[config.mk]
export PLATFORM = sky130hd
export DESIGN_NAME = root_process_arbiter
export DESIGN_NICKNAME = d
export VERILOG_FILES = /design/src/rtl/root_process_arbiter.sv
export SDC_FILE = /design/constraint.sdc
export NUM_CORES = 1
export LEC_CHECK = 0
export ABC_AREA = 1
export CAP_MARGIN = 25
export CELL_PAD_IN_SITES_DETAIL_PLACEMENT = 1
export CELL_PAD_IN_SITES_GLOBAL_PLACEMENT = 1
export CORE_MARGIN = 2
export CORE_UTILIZATION = 33
export CTS_CLUSTER_DIAMETER = 40
export CTS_CLUSTER_SIZE = 10
export DETAILED_ROUTE_END_ITERATION = 12
export GPL_ROUTABILITY_DRIVEN = 0
export PLACE_DENSITY_LB_ADDON = 0.1
export RECOVER_POWER = 100
export SLEW_MARGIN = 0
export SYNTH_ARGS = -nofsm -noshare
export SYNTH_HDL_FRONTEND = slang
export SYNTH_SLANG_ARGS = --single-unit
[constraint.sdc]
create_clock -name CLK -period 2.75 [get_ports CLK]
set_input_delay 0.55 -clock CLK [delete_from_list [all_inputs] [get_ports CLK]]
set_output_delay 0.55 -clock CLK [all_outputs]
set_load 0.05 [all_outputs]
[src/rtl/root_process_arbiter.sv]
// Round-robin arbiter sharing one (A - 3B - TEMP) datapath among NREQ requesters.
// One grant per transaction: IDLE (grant) -> EXEC (evaluate) -> RESP (hold until taken).
module root_process_arbiter #(
   parameter int NREQ  = 4,
   parameter int NBITS = 8,
   parameter int TEMP  = 21,
   parameter int IDW   = $clog2(NREQ)
) (
   input  logic                  CLK,
   input  logic                  RST,
   input  logic [NREQ-1:0]       REQ_VALID,
   output logic [NREQ-1:0]       REQ_READY,
   input  logic [NREQ*NBITS-1:0] REQ_A,
   input  logic [NREQ*NBITS-1:0] REQ_B,
   output logic                  RSP_VALID,
   input  logic                  RSP_READY,
   output logic [IDW-1:0]        RSP_ID,
   output logic [NBITS-1:0]      RSP_DATA,
   output logic [15:0]           DONE_COUNT
);

   typedef enum logic [1:0] {
      IDLE = 2'd0,
      EXEC = 2'd1,
      RESP = 2'd2
   } state_t;

   localparam logic [NBITS-1:0] TEMP_N = NBITS'(TEMP);

   state_t           state;
   state_t           state_next;
   logic [IDW-1:0]   ptr;
   logic [IDW-1:0]   win;
   logic             found;
   logic             grant;
   logic             hs;
   logic [NREQ-1:0]  ready;
   logic [NBITS-1:0] a_r;
   logic [NBITS-1:0] b_r;
   logic [NBITS-1:0] b3;
   logic [IDW-1:0]   id_r;
   logic [IDW-1:0]   ptr_next;
   logic             rsp_valid;
   logic [IDW-1:0]   rsp_id;
   logic [NBITS-1:0] rsp_data;
   logic [15:0]      done_count;
   logic [15:0]      done_next;

   // Search starts at ptr and wraps, so the last-served requester goes last.
   always_comb begin
      found = 1'b0;
      win   = '0;
      for (int k = 0; k < NREQ; k++) begin
         if (!found && REQ_VALID[(int'(ptr) + k) % NREQ]) begin
            found = 1'b1;
            win   = IDW'((int'(ptr) + k) % NREQ);
         end
      end
   end

   always_ff @(posedge CLK) begin
      if (RST) state <= IDLE;
      else     state <= state_next;
   end

   always_comb begin
      state_next = state;
      unique case (state)
         IDLE:    if (found) state_next = EXEC;
         EXEC:    state_next = RESP;
         RESP:    if (RSP_READY) state_next = IDLE;
         default: state_next = IDLE;
      endcase
   end

   always_comb begin
      ready = '0;
      grant = (state == IDLE) && found && !RST;
      hs    = (state == RESP) && RSP_READY;
      if (grant) ready[win] = 1'b1;
   end

   assign b3        = b_r + b_r + b_r;
   assign ptr_next  = (id_r == IDW'(NREQ - 1)) ? '0 : id_r + 1'b1;
   assign done_next = done_count + {15'd0, hs};

   always_ff @(posedge CLK) begin
      if (RST) begin
         a_r       <= '0;
         b_r       <= '0;
         id_r      <= '0;
         ptr       <= '0;
         rsp_valid <= 1'b0;
         rsp_id    <= '0;
         rsp_data  <= '0;
      end else begin
         if (grant) begin
            a_r  <= REQ_A[int'(win)*NBITS +: NBITS];
            b_r  <= REQ_B[int'(win)*NBITS +: NBITS];
            id_r <= win;
         end
         if (state == EXEC) begin
            rsp_data  <= a_r - b3 - TEMP_N;
            rsp_id    <= id_r;
            rsp_valid <= 1'b1;
         end
         if (hs) begin
            rsp_valid <= 1'b0;
            ptr       <= ptr_next;
         end
      end
   end

   // Written every cycle so the counter simply follows done_next.
   always_ff @(posedge CLK) begin
      if (RST) done_count <= '0;
      else     done_count <= done_next;
   end

   assign REQ_READY  = ready;
   assign RSP_VALID  = rsp_valid;
   assign RSP_ID     = rsp_id;
   assign RSP_DATA   = rsp_data;
   assign DONE_COUNT = done_count;

endmodule

After elaboration in Yosys (flattened, before gate mapping) --
Cells that the tools add are included.
Word-level totals: flip-flop bits (word level) 49, latch bits 0, memory bits (writable) 0, memory bits (read-only) 0, input bits 71, output and inout bits 31, word-level logic and storage cells 77, memories kept 0
Operators by class: add/sub/neg operators 9, $mul 0, divide/modulo/power cells 0, order comparisons 6, equal/unequal tests 5, shift-type cells 2, muxes and demuxes 26, bitwise logic cells 3, reductions and logical operators 17
Operators by type and width (number):
- 32-bit by 6-bit variable part select with 8-bit output | 2
- 16-bit by 1-bit adder with 16-bit output | 1
- 8-bit adder | 2
- 2-bit 2-to-1 mux | 7
- 3-bit by 4-bit less-than comparator with 1-bit output (second input constant) | 3
- 1-bit 2-to-1 mux | 12
- 1-bit binary-select mux with 2-bit select | 4
- 2-bit OR reduction | 4
- 8-bit by 5-bit subtractor with 8-bit output (second input constant) | 1
- 8-bit subtractor | 1
- 1-bit logical AND | 7
- 2-bit by 3-bit less-than comparator with 1-bit output (second input constant) | 2
- 2-bit one-hot mux with 3 select lines | 1
- 2-bit by 1-bit adder with 2-bit output (second input constant) | 2
- 2-bit adder (second input constant) | 2
- 2-bit equality test (second input constant) | 2
- 1-bit zero test | 4
- 4-bit 2-to-1 mux | 1
- 2-bit inequality test (second input constant) | 2
- 1-bit bitwise AND (first input constant) | 3
- 1-bit demux with 2-bit select | 1
- 2-bit by 1-bit equality test with 1-bit output (second input constant) | 1
- 2-bit by 1-bit >= comparator with 1-bit output (second input constant) | 1
- 2-bit zero test | 1
- 2-bit AND reduction | 1

Depth between registers and ports, before layout --
depth after elaboration 19, depth in mapped cells 16, depth with buffers taken out 14

Worst setup path after synthesis --
Ideal clock, no wire load.
path kind input port to output port, from in REQ_VALID[3], to out REQ_READY[1], data arrival time 2517 ps, data required time 2200 ps, setup slack -317 ps, cell stages on the path 10, buffers on the path 1, path through inv_1 -> nand2_1 -> nand3_1 -> nand2_2 -> nor2_4 -> nand4_1 -> nand2_4 -> inv_4 -> buf_6 -> nor3_1
Between the ends: longest elaborated chain between the ends 17, elaborated cells between the ends (all ways) 33, classes of those cells order compare (2); mux (22); reduce/logical (9)
Ends and longest elaborated chain:
- start: declaration | RTL line 11 | input logic [NREQ-1:0] REQ_VALID,
- 1-bit binary-select mux with 2-bit select | RTL line 54 | if (!found && REQ_VALID[(int'(ptr) + k) % NREQ]) begin
- 1-bit 2-to-1 mux (not written as such) | RTL line 54
- 1-bit 2-to-1 mux | RTL line 54
- 1-bit zero test | RTL line 54
- 1-bit logical AND | RTL line 54
- 1-bit 2-to-1 mux | RTL line 54
- 1-bit zero test | RTL line 54
- 1-bit logical AND | RTL line 54
- 1-bit 2-to-1 mux | RTL line 54
- 1-bit zero test | RTL line 54
- 1-bit logical AND | RTL line 54
- 2-bit 2-to-1 mux | RTL line 54
- 2-bit by 3-bit less-than comparator with 1-bit output (not written as such) or 2-bit by 1-bit >= comparator with 1-bit output (tied branches) | RTL line 80 | if (grant) ready[win] = 1'b1;
- 1-bit logical AND (not written as such) | RTL line 80
- 1-bit 2-to-1 mux (not written as such) | RTL line 80
- 1-bit demux with 2-bit select | RTL line 80
- 4-bit 2-to-1 mux * | RTL line 80
- end: declaration | RTL line 12 | output logic [NREQ-1:0] REQ_READY,
Mark *: on every way between the ends. The rest lies on a longest branch, timed or not. The select of a mux whose other input is x is not followed.

Final worst setup path --
from reg ptr[0], to out REQ_READY[1]
Between the ends: longest elaborated chain between the ends 17, elaborated cells between the ends (all ways) 36, classes of those cells add/sub (3); order compare (2); mux (22); reduce/logical (9)
Ends and longest elaborated chain:
- start: declaration | RTL line 32 | logic [IDW-1:0] ptr;
- start signal: assignment | RTL line 109 | ptr <= ptr_next;
- 2-bit by 1-bit adder with 2-bit output or 1-bit binary-select mux with 2-bit select (tied branches) | RTL line 54, 56
- 1-bit binary-select mux with 2-bit select or 1-bit 2-to-1 mux (tied branches) | RTL line 54
- 1-bit 2-to-1 mux (not written as such) | RTL line 54
- 1-bit 2-to-1 mux (not written as such) or 1-bit zero test (tied branches) | RTL line 54
- 1-bit logical AND | RTL line 54
- 1-bit 2-to-1 mux | RTL line 54
- 1-bit zero test | RTL line 54
- 1-bit logical AND | RTL line 54
- 1-bit 2-to-1 mux | RTL line 54
- 1-bit zero test | RTL line 54
- 1-bit logical AND | RTL line 54
- 2-bit 2-to-1 mux | RTL line 54
- 2-bit by 3-bit less-than comparator with 1-bit output (not written as such) or 2-bit by 1-bit >= comparator with 1-bit output (tied branches) | RTL line 80
- 1-bit logical AND (not written as such) | RTL line 80
- 1-bit 2-to-1 mux (not written as such) | RTL line 80
- 1-bit demux with 2-bit select | RTL line 80
- 4-bit 2-to-1 mux * | RTL line 80
Marked as above.

==> reports/metrics.csv <==
stage,metric,value,unit
sta,setup_violations,0,
final_layout,finalNonFillerCells,796,
cts,htree_levels,2,
sta,max_freq,0.383,GHz
synth,synth_cell_types,33,
synth,synth_area,0.00355,mm^2
die,die_h,108,um
final_layout,areaGrowthSynthToFinish,40.5,%
detailed_routing,top_layer,met4,
die,fp-row-count,37,
cts,tritoncts,done,
final_layout,fill_cells,1371,
synth,avgSynthCellArea,6.41,um^2
setup_path,rr_worst_depth,12,
final_layout,nets,752,
setup_path,cp_common_cell,nand2_2,
synth,synth_seq_area_share,0.277,
cts,cts_buffers,5,
global_routing,grt_start_max_net_pins,33,
detailed_routing,drt_iter0_drc,87,
detailed_routing,vias,3793,
global_routing,antenna_found_initial,0,
final_layout,drive_gt1_frac,0.112,
sta,setup_ws,0.141,ns
die,start_util,0.342,
placed_design,dp_slack,-0.135,ns
setup_path,cp-start-kind,flop,
detailed_routing,vias_per_cell,4.77,
detailed_routing,wl_met3,345,um
sta,worst_pin_slew,0.551,ns
cts,clk_pin_slew,0.10,ns
sta,tns,0,ns
final_layout,insertedDiodeCount,0,
pwr,powerDensity,546,mW/mm^2
placed_design,io_buffer_count,101,
cts,clock_path_buffers,2,
min_path,hold_depth,2,
detailed_routing,route.met2.wl,5690,um
detailed_routing,dr.pass1.iters,4,
die,dieWidth,108,um
setup_path,cp_cell_sequence,buf_4 -> nand2_1 -> nand2_2 -> nand2_2 -> nand2_2 -> nor2_4 -> nand4_1 -> nand2_4 -> inv_6 -> nor3_4 -> buf_12,
detailed_routing,wl_met1,4530,um
run_status,outcome,"complete, no violations",
setup_path,cp.arrival,2.06,ns
min_path,hold_path_class,flop to flop,
cts,cts_num_sinks,49,
setup_path,slowest_stage,dfxtp_4,
global_routing,grt_pass1_wl,17700,um
cts,clk_latency,0.31,ns
placed_design,dpl-instance-area,0.00476,mm^2
setup_path,end_kind,output port,
synth,syn_nets,646,
setup_path,crit_family,simple AND/OR/NAND/NOR gates,
sta,fin_crit,2.61,ns
cts,root_buffer,clkbuf_8,
placed_design,dp_hpwl,8390,um
setup_path,worst-path-buf-inv,3,
setup_path,max_stage_delay,0.38,ns
setup_path,cp.depth,11,
final_layout,fin_area,0.00498,mm^2
sta,drv_slew,0,
final_layout,fin_util,0.481,
detailed_routing,avgRoutedWirePerCell,13.4,um
setup_path,cp_max_fo,6,
die,dieArea,0.0116,mm^2
global_routing,grt_pass1_vias,3876,
die,core,0.0104,mm^2
setup_path,required,2.20,ns
detailed_routing,routed_wl,10700,um
pwr,p_leak,2.47,nW
die,ios,102,
final_layout,multi_input_area,0.00201,mm^2
job,cap_violations,0,
setup_path,criticalPathCategory,flop to output port,
sta,skew,0.0106,ns
global_routing,grt_usage,0.189,
detailed_routing,drc,0,
sta,max_slew_margin,0.633,
synth,synth.yosys.warnings,0,
placed_design,numPlacedInstances,784,
sta,finalCritPeriodShare,0.949,
final_layout,regArea,988,um^2
synth,ys_seq_elements,49,
pwr,vdd_drop_max,0.305,mV
synth,synthCells,553,
global_routing,grt.overflow.total,0,
detailed_routing,ant_nets,0,
sta,hold_violations,0,
-- routing by layer --
metal,GRT usage,vias to the layer above
met5,0,-
met4,0.0394,0
met3,0.0291,11
met2,0.367,67
met1,0.215,1781
li1,-,1934
-- cells by family after synthesis --
family | Yosys count | share of synthesized area
flops | 49 | 0.277
xor+xnor | 10 | 0.0247
buf+inv | 150 | 0.176
fa+ha+maj | 22 | 0.0924
simple gates | 275 | 0.361
compound gates | 47 | 0.0688
-- layout make-up --
class                      count  share of cell area
multi-input combinational    354               0.403
timing repair buffer         123               0.245
sequential                    49               0.198
inverter                     126              0.0964
tap                          136              0.0341
clock buffer                   5              0.0138
clock inverter                 3             0.00879
-- state kept, by name, indices dropped and copies added (netlist names) --
signal	cells
state	2
a_r	8
id_r	2
b_r	8
DONE_COUNT	16
RSP_DATA	8
RSP_VALID	1
ptr	2
RSP_ID	2
-- Yosys cell counts (all sizes together) --
cell / number / area share
inv: 125 / 0.13
nand2: 108 / 0.12
nand3: 64 / 0.10
nor2: 62 / 0.068
dfxtp: 49 / 0.28
nand4: 35 / 0.062
a21oi: 22 / 0.031
o21ai: 22 / 0.031
buf: 19 / 0.036
ha: 15 / 0.053
fa: 7 / 0.040
xor2: 7 / 0.017
clkbuf: 5 / 0.0053
nor3: 3 / 0.0042
xnor2: 3 / 0.0074
a21o: 1 / 0.0021
clkinv: 1 / 0.0011
nand3b: 1 / 0.0021
nor3b: 1 / 0.0021
o21a: 1 / 0.0021
o221ai: 1 / 0.0025
or2: 1 / 0.0018
-- through the flow --
step | hold WS, ns | total power [W]
after global routing | 0.540 | 0.00294
after detailed placement | 0.494 | 0.00219
after global placement | 0.486 | 0.00215
after floorplan | 0.462 | 0.00177
after CTS | 0.516 | 0.00274
final | 0.510 | 0.00272
-- power breakdown --
group	switching, W	total [W]	internal (W)
logic	0.000794	0.00135	0.000558
clock network	0.000259	0.000532	0.000273
registers	0.0000517	0.000838	0.000786
-- worst min-delay path: cells and delay by family (launching register included) --
family	cells	cell delay, ns
flops	1	0.35
simple gates	1	0.07
compound gates	1	0.05
-- path summary, 6_finish.rpt --
path	from	endpoint	slack, ns
max	ptr[0]	REQ_READY[1]	0.14
min reg2reg	id_r[1]	id_r[1]	0.51
max reg2reg	a_r[4]	RSP_DATA[7]	0.21
min	id_r[1]	id_r[1]	0.51
-- what timing repair did --
| action | CTS | global route |
|---|---|---|
| pin swaps | 0 | 11 |
| gates resized for setup | 2 | 32 |
| buffers inserted | 0 | 4 |
| gates cloned | 0 | 0 |
| endpoints found under the setup margin | 4 | 8 |
| hold buffers | 0 | 0 |
-- layout by cell type (no fill, tap or decap), types with 3 or more instances in the layout --
cell type / instances
a21oi_1: 22
inv_2: 7
o21ai_0: 20
clkbuf_8: 5
inv_1: 116
xnor2_1: 3
ha_1: 15
buf_4: 21
buf_12: 4
xor2_1: 7
nor2_2: 4
nand2_2: 12
dfxtp_1: 47
nand3_2: 5
nand3_1: 57
fa_1: 7
clkdlybuf4s50_1: 93
nand4_1: 35
nand2_1: 94
nor2_1: 56
dlymetal6s2s_1: 4
Note: power is estimated with default switching activity, not from simulation.
